--- src/rtl/image_deserializer_pkg.sv ---
// Shared frame geometry and types for the MNIST front end: pixel width, frame size,
// fill-counter width and the packed image vector handed to the model.
package image_deserializer_pkg;

  localparam int NUM_PIXELS = 784;
  localparam int PIXEL_W    = 8;
  localparam int PIX_CNT_W  = $clog2(NUM_PIXELS);

  typedef logic [NUM_PIXELS-1:0] image_t;
  typedef logic [PIXEL_W-1:0]    pixel_t;
  typedef logic [PIX_CNT_W-1:0]  pix_cnt_t;

  localparam pix_cnt_t LAST_PIX = pix_cnt_t'(NUM_PIXELS - 1);

  // A frame restarted at position 0 holds only its first pixel.
  function automatic image_t first_pixel_image(input logic bin);
    return {{(NUM_PIXELS-1){1'b0}}, bin};
  endfunction

endpackage

--- src/rtl/image_deserializer_if.sv ---
// Pixel-in / frame-out handshake bundle between the pixel source, the deserializer
// and the downstream model. master drives pixels and frame ready; slave is the stage.
interface image_deserializer_if;
  import image_deserializer_pkg::*;

  logic   valid_i;
  pixel_t data_i;
  logic   sof_i;
  logic   ready_o;
  logic   valid_o;
  image_t data_o;
  logic   ready_i;
  logic   frame_err_o;

  modport master (
    output valid_i, data_i, sof_i, ready_i,
    input  ready_o, valid_o, data_o, frame_err_o
  );

  modport slave (
    input  valid_i, data_i, sof_i, ready_i,
    output ready_o, valid_o, data_o, frame_err_o
  );

endinterface

--- src/rtl/image_deserializer_pixel_threshold.sv ---
// Binarizes one grayscale pixel: output is 1 when the pixel is at or above THRESHOLD.
module image_deserializer_pixel_threshold
  import image_deserializer_pkg::*;
#(
  parameter int THRESHOLD = 128
) (
  input  pixel_t pixel,
  output logic   bin
);

  localparam pixel_t THR = pixel_t'(THRESHOLD);

  assign bin = (pixel >= THR);

endmodule

--- src/rtl/image_deserializer.sv ---
// Double-buffered pixel-to-frame packer: a fill buffer collects binarized pixels while
// the output register holds the previous frame until the model accepts it.
module image_deserializer
  import image_deserializer_pkg::*;
#(
  parameter int THRESHOLD = 128
) (
  input  logic         clk_i,
  input  logic         reset_i,
  image_deserializer_if.slave bus
);

  logic     pix_bin;
  logic     accept;
  logic     xfer;
  logic     consume;
  logic     last_pix;

  logic     fill_full_p0;
  pix_cnt_t cnt_p0;
  image_t   fill_p0;
  logic     err_p0;

  logic     vld_p1;
  image_t   out_p1;

  image_deserializer_pixel_threshold #(
    .THRESHOLD (THRESHOLD)
  ) u_thr (
    .pixel (bus.data_i),
    .bin   (pix_bin)
  );

  // ready_o depends only on registered state, so upstream never sees a combinational path.
  assign accept   = bus.valid_i && !fill_full_p0;
  assign xfer     = fill_full_p0 && (!vld_p1 || bus.ready_i);
  assign consume  = vld_p1 && bus.ready_i;
  assign last_pix = (cnt_p0 == LAST_PIX);

  // Stage p0: fill buffer, pixel counter, abort detection
  always_ff @(posedge clk_i or posedge reset_i) begin
    if (reset_i) begin
      fill_full_p0 <= 1'b0;
      cnt_p0       <= '0;
      fill_p0      <= '0;
      err_p0       <= 1'b0;
    end else begin
      err_p0 <= 1'b0;
      if (xfer) begin
        fill_full_p0 <= 1'b0;
        cnt_p0       <= '0;
        fill_p0      <= '0;
      end else if (accept) begin
        if (bus.sof_i) begin
          fill_p0 <= first_pixel_image(pix_bin);
          cnt_p0  <= pix_cnt_t'(1);
          err_p0  <= (cnt_p0 != '0);
        end else begin
          fill_p0[cnt_p0] <= pix_bin;
          if (last_pix) begin
            fill_full_p0 <= 1'b1;
          end else begin
            cnt_p0 <= cnt_p0 + pix_cnt_t'(1);
          end
        end
      end
    end
  end

  // Stage p1: output frame register; a transfer in the consume cycle keeps valid high
  always_ff @(posedge clk_i or posedge reset_i) begin
    if (reset_i) begin
      vld_p1 <= 1'b0;
      out_p1 <= '0;
    end else if (xfer) begin
      vld_p1 <= 1'b1;
      out_p1 <= fill_p0;
    end else if (consume) begin
      vld_p1 <= 1'b0;
    end
  end

  assign bus.ready_o     = !fill_full_p0;
  assign bus.valid_o     = vld_p1;
  assign bus.data_o      = out_p1;
  assign bus.frame_err_o = err_p0;

endmodule

--- src/flat_wrapper.sv ---
// flat-port wrapper written by rule: the top's interface ports become plain ports
module image_deserializer_flat import image_deserializer_pkg::*;
#(
  parameter int THRESHOLD = 128
)
  (clk_i, reset_i, bus_valid_i, bus_data_i, bus_sof_i, bus_ready_i, bus_ready_o, bus_valid_o, bus_data_o, bus_frame_err_o);
  image_deserializer_if bus_i ();
  input  logic clk_i;
  input  logic reset_i;
  input wire logic [$bits(bus_i.valid_i)-1:0] bus_valid_i;
  input wire logic [$bits(bus_i.data_i)-1:0] bus_data_i;
  input wire logic [$bits(bus_i.sof_i)-1:0] bus_sof_i;
  input wire logic [$bits(bus_i.ready_i)-1:0] bus_ready_i;
  output wire logic [$bits(bus_i.ready_o)-1:0] bus_ready_o;
  output wire logic [$bits(bus_i.valid_o)-1:0] bus_valid_o;
  output wire logic [$bits(bus_i.data_o)-1:0] bus_data_o;
  output wire logic [$bits(bus_i.frame_err_o)-1:0] bus_frame_err_o;
  assign bus_i.valid_i = bus_valid_i;
  assign bus_i.data_i = bus_data_i;
  assign bus_i.sof_i = bus_sof_i;
  assign bus_i.ready_i = bus_ready_i;
  assign bus_ready_o = bus_i.ready_o;
  assign bus_valid_o = bus_i.valid_o;
  assign bus_data_o = bus_i.data_o;
  assign bus_frame_err_o = bus_i.frame_err_o;
  image_deserializer #(.THRESHOLD(THRESHOLD)) u_core (.clk_i(clk_i), .reset_i(reset_i), .bus(bus_i));
endmodule
--- config.mk ---
export PLATFORM = sky130hd
export DESIGN_NAME = image_deserializer_flat
export DESIGN_NICKNAME = d
export VERILOG_FILES = /design/src/rtl/image_deserializer_pkg.sv /design/src/rtl/image_deserializer_if.sv /design/src/rtl/image_deserializer_pixel_threshold.sv /design/src/rtl/image_deserializer.sv /design/src/flat_wrapper.sv
export SDC_FILE = /design/constraint.sdc
export NUM_CORES = 2
export LEC_CHECK = 0
export ABC_AREA = 0
export CAP_MARGIN = 40
export CELL_PAD_IN_SITES_DETAIL_PLACEMENT = 1
export CELL_PAD_IN_SITES_GLOBAL_PLACEMENT = 1
export CORE_UTILIZATION = 40
export DETAILED_ROUTE_END_ITERATION = 8
export DONT_BUFFER_PORTS = 1
export HOLD_SLACK_MARGIN = 0.1
export PLACE_DENSITY_LB_ADDON = 0.1
export REMOVE_ABC_BUFFERS = 1
export SYNTH_ARGS = -nofsm -noshare
export SYNTH_HDL_FRONTEND = slang
export SYNTH_HIERARCHICAL = 1
export SYNTH_SLANG_ARGS = --single-unit
--- constraint.sdc ---
create_clock -name clk_i -period 66 [get_ports clk_i]
set_input_delay 3.3 -clock clk_i [delete_from_list [all_inputs] [get_ports clk_i]]
set_output_delay 3.3 -clock clk_i [all_outputs]
set_load 0.1 [all_outputs]
=== Word level (Yosys, flattened, before mapping) ===
Index checks and enable logic that the tools add are counted.

* Register bits: 1581

* Multiplexer cells: 19
* Reduce and logical (&&, ||, !) cells: 13
* Add/subtract/negate cells: 1
* Order comparisons: 3
* Equal/unequal tests: 3

{| class="wikitable"
|+ Operators by type and width
! operator !! count
|-
| 784-bit 2-to-1 mux || 3
|-
| 784-bit bitwise mux || 1
|-
| 10-bit 2-to-1 mux || 4
|-
| 10-bit by 11-bit less-than comparator with 1-bit output (second input constant) || 1
|-
| 10-bit by 1-bit adder with 10-bit output (second input constant) || 1
|-
| 1-bit demux with 10-bit select || 1
|-
| 10-bit equality test (second input constant) || 1
|-
| 10-bit by 1-bit greater-or-equal comparator with 1-bit output (second input constant) || 1
|-
| 1-bit 2-to-1 mux || 10
|-
| 10-bit nonzero test || 1
|-
| 8-bit greater-or-equal comparator (second input constant) || 1
|-
| 2-bit nonzero test || 3
|-
| 1-bit logical AND || 4
|-
| 3-bit by 2-bit inequality test with 1-bit output (second input constant) || 1
|-
| 3-bit AND reduction || 1
|-
| 1-bit logical NOT || 2
|-
| 2-bit by 1-bit inequality test with 1-bit output (second input constant) || 1
|-
| 2-bit AND reduction || 1
|-
| 1-bit logical OR || 1
|}

=== Logic depth before layout (Yosys ltp) ===
* Depth in word-level cells: 8
* Depth in mapped cells: 9

=== Hierarchy ===
Netlist, hierarchy kept.

{| class="wikitable"
|+ By module, submodules not included
! module !! cells an instance !! area each (µm²) !! instances !! sequential area each (µm²)
|-
| image_deserializer || 6381 || 64670.8 || 1 || 39562.9
|-
| image_deserializer_pixel_threshold || 1 || 3.8 || 1 || 0.0
|}

=== Worst setup path after synthesis ===
OpenSTA, ideal clock, no wires.

* Path type: input-to-reg
* From: input port bus_ready_i
* To: register u_core.fill_p0[102]
* Arrival: 4.587 ns
* Path slack: 61.318 ns
* Stages: 8
* Path through: nand2b_1 > buf_2 > a21oi_2 > nand2_2 > buf_2 > buf_2 > buf_2 > o31ai_1

* Word-level cells in the longest chain between the ends: 3
* Elaborated cells on any way between the ends: 4
* Classes of those cells: 1 x mux; 3 x reduce/logical

{| class="wikitable"
|+ RTL lines
! item !! line !! RTL
|-
| from (decl) || flat_wrapper.sv:13 || <nowiki>input wire logic [$bits(bus_i.ready_i)-1:0] bus_ready_i;</nowiki>
|-
| 1-bit logical OR (*) || image_deserializer.sv:36 || <nowiki>assign xfer = fill_full_p0 && (!vld_p1 || bus.ready_i);</nowiki>
|-
| 1-bit logical AND (*) || image_deserializer.sv:36 ||
|-
| 784-bit 2-to-1 mux / 2-bit nonzero test (equally long branches) || n/a ||
|-
| to (signal assigned) || image_deserializer.sv:55 || <nowiki>fill_p0 <= first_pixel_image(pix_bin);</nowiki>
|-
| to (signal, indexed assignment) || image_deserializer.sv:59 || <nowiki>fill_p0[cnt_p0] <= pix_bin;</nowiki>
|-
| to (decl) || image_deserializer.sv:21 || <nowiki>image_t fill_p0;</nowiki>
|}

Every way passes the cells marked *; elsewhere a longest branch is shown, timed or not.
A chain may end at the register's enable or synchronous reset.

==> results.cfg <==
[detailed_routing]
ant_nets = 0
wl_mm = 269
first_iter_violations = 4848
vias = 53400
dr.pass1.iters = 6
via_per_inst = 5.90
drc = 0
wl_per_cell_um = 29.7

[setup_path]
start_kind = input port
required_ns = 66.96
crit_buf_inv = 8
worst_r2r_endpoint = u_core/bus.data_o[209]
cp_common_cell = buf_4
rrSetupSlack_ns = 62.35
critPathMaxStageDelay_ns = 0.78
reg2regPathDepth = 8
slowest_stage = buf_4
cp_cell_sequence = inv_8, buf_4, buf_4, buf_16, buf_4, buf_16, buf_4, buf_16
cp_max_fo = 108
crit_path_end_kind = async pin
timing.rr.start = u_core/bus.valid_o
crit_family = buffers and inverters
arrival_ns = 6.91
crit_type = input port to async pin

[power_and_ir_drop]
switching_power_uw = 490
p_per_area_nw_per_um2 = 22.4
internal-power_uw = 1570
p_leak_uw = 0.0432
p_sw_share_pct = 23.8
clkPwrFrac_pct = 49.5
max-vdd-ir-drop_mv = 0.0269
comb_power_share_pct = 3.3
pwr-share-seq_pct = 47.2

[timing]
finClkSkew_ns = 0.0417
setup_viol = 0
worst_pin_slew_ns = 1.18
hold_viol_final = 0
fin_tns_setup_ns = 0
slew_viol_final = 0
finalCriticalPeriod_ns = 5.95
relSlewSlack_pct = 21.2
clock.fmax_ghz = 0.168
rsz0062_at_grt = false
finalCritPeriodShare_pct = 9.01
timing.final.ws_setup_ns = 60.05

[synth]
synth_edf_count = 0
synth_ff_type = dfrtp_1
seq_area_frac_synth_pct = 61.2
ys.warnings.count = 6
ys_ff_latch = 1581
synth_cell_types = 61
mappedNetlistArea_um2 = 64700
synth_area_leaders = dfrtp_1, nand2_1, o31ai_1
async_reset_ff_share_pct = 100
synthCells = 6382
yosysMostFrequentCell = nand2_1
avgSynthCellArea_um2 = 10.1
synth_top_area_cell = dfrtp_1
ys_top_cells_by_count = nand2_1, dfrtp_1, o31ai_1, o211ai_1, clkbuf_1
synth_top_area_share_pct = 61.2

[floorplanning]
rows = 147
pin_count = 800
start_util_pct = 40.3
die_area_um2 = 163000
die_h_um = 404
die_w_um = 404
coreArea_um2 = 161000

[grt]
grt_pass1_vias = 57400
grt_max_degree = 217
gr-usage-all-layers_pct = 31.8
grt_first_pass_wirelength_mm = 390
grt_overflow = 0
antenna_found_initial = 2

[cts]
cts_max_path_buffers = 3
cts_root_buf = clkbuf_16
cts_tree = built
clock_latency_ns = 0.84
cts_resized = 0
cts_buffers = 176
cts.sinks = 1581
h-tree-depth = 4
postCtsHoldBufs = 0
path_clk_slew_ns = 0.06
post_cts_buffers = 0

[cells_and_area]
fill_cells = 15900
syn_to_final_growth_pct = 42.1
stdcell_area_um2 = 91900
drive_gt1_share_pct = 17.8
final_nets = 6763

[run]
maxCapViolations = 0

[hold_path]
holdPathEnd = u_core/bus.data_o[249]
min_path_type = flip-flop to flip-flop
hp-start = u_core/fill_p0[249]
holdPathStages = 2

[status]
status = complete, no violations

[placed_design]
place_area_um2 = 84500
port_buffers = 0
hpwl_mm = 161
pre_cts_ws_ns = 59.09
place.gp.congestion = 0.769
==> cell families after synthesis <==
family	Yosys count	share of synthesized area [%]
mux	5	0.0774
xor+xnor	3	0.0406
compound gates	1419	17.2
flops	1581	61.2
fa+ha+maj	5	0.0967
simple gates	2704	16.9
buf+inv	665	4.55
==> worst max path at each step <==
stage                                         to  cells after the start     from  slack [ns]
after detailed placement  u_core/bus.data_o[712]                      8  reset_i       59.09
after global placement     u_core/bus.data_o[63]                      5  reset_i       58.08
after floorplan             u_core/bus.data_o[0]                      1  reset_i       18.09
final                        u_core/fill_p0[244]                      8  reset_i       60.05
after CTS                 u_core/bus.data_o[607]                      8  reset_i       59.96
after global routing         u_core/fill_p0[244]                      8  reset_i       59.61
==> per-stage QoR <==
| step | std cells | util, % | total power [uW] | hold slack (ns) |
|---|---|---|---|---|
| floorplan | 5722 | - | 1030 | 0.433 |
| global placement | 7971 | 40.8 | 1050 | 0.448 |
| detailed placement | 8672 | 52.6 | 1060 | 0.455 |
| CTS | 8998 | 56.3 | 2070 | 0.451 |
| global route | 9053 | 57.2 | 2110 | 0.476 |
| finish | 9055 | 57.2 | 2060 | 0.442 |
==> power by group through the flow <==
stage | Combinational [uW] | Clock [uW] | Sequential [uW]
finish | 67.0 | 1020 | 972
floorplan | 35.1 | 0 | 994
global placement | 61.9 | 0 | 990
global route | 73.0 | 1070 | 972
CTS | 67.9 | 1030 | 972
detailed placement | 67.9 | 0 | 990
==> sequential cells by signal, summed over array words and instances (netlist names) <==
name,count
u_core/bus.valid_o,1
u_core/bus.data_o,784
u_core/bus.frame_err_o,1
u_core/fill_full_p0,1
u_core/fill_p0,784
u_core/cnt_p0,10
==> area by class of cell <==
class / instances / area, um2 / area share [%]
Clock buffer: 274 / 5350 / 5.82
Sequential cell: 1581 / 39600 / 43.1
Multi-Input combinational cell: 4136 / 22500 / 24.5
Timing Repair Buffer: 845 / 21200 / 23.1
Antenna cell: 2 / 5.00 / 0.00545
Clock inverter: 52 / 551 / 0.599
Tap cell: 2160 / 2700 / 2.94
Inverter: 5 / 26.3 / 0.0286
==> metal layers <==
metal	up-vias	global-route usage, %	routed length [um]
met5	-	0	0
met4	0	14.1	13200
met3	552	5.36	14600
met2	1843	51.7	131000
met1	28100	41.6	110000
li1	22900	-	-
==> tightest hold or removal path: cells and delay by family (launching register included) <==
kind | cells | cell delay [ns]
flip-flops | 1 | 0.34
AND/OR/NAND/NOR | 2 | 0.10
==> layout by cell type, fill, tap and decap left out, drive strengths merged, types with 8 or more instances in the layout <==
cell,n
clkinv,27
clkinvlp,10
dfrtp,1581
nor2,35
nand2,2472
a32o,156
o31ai,626
clkbuf,274
inv,13
and4b,12
o211ai,626
and4bb,8
buf,845
nand3,114
Note: power is estimated with default switching activity, not from simulation.
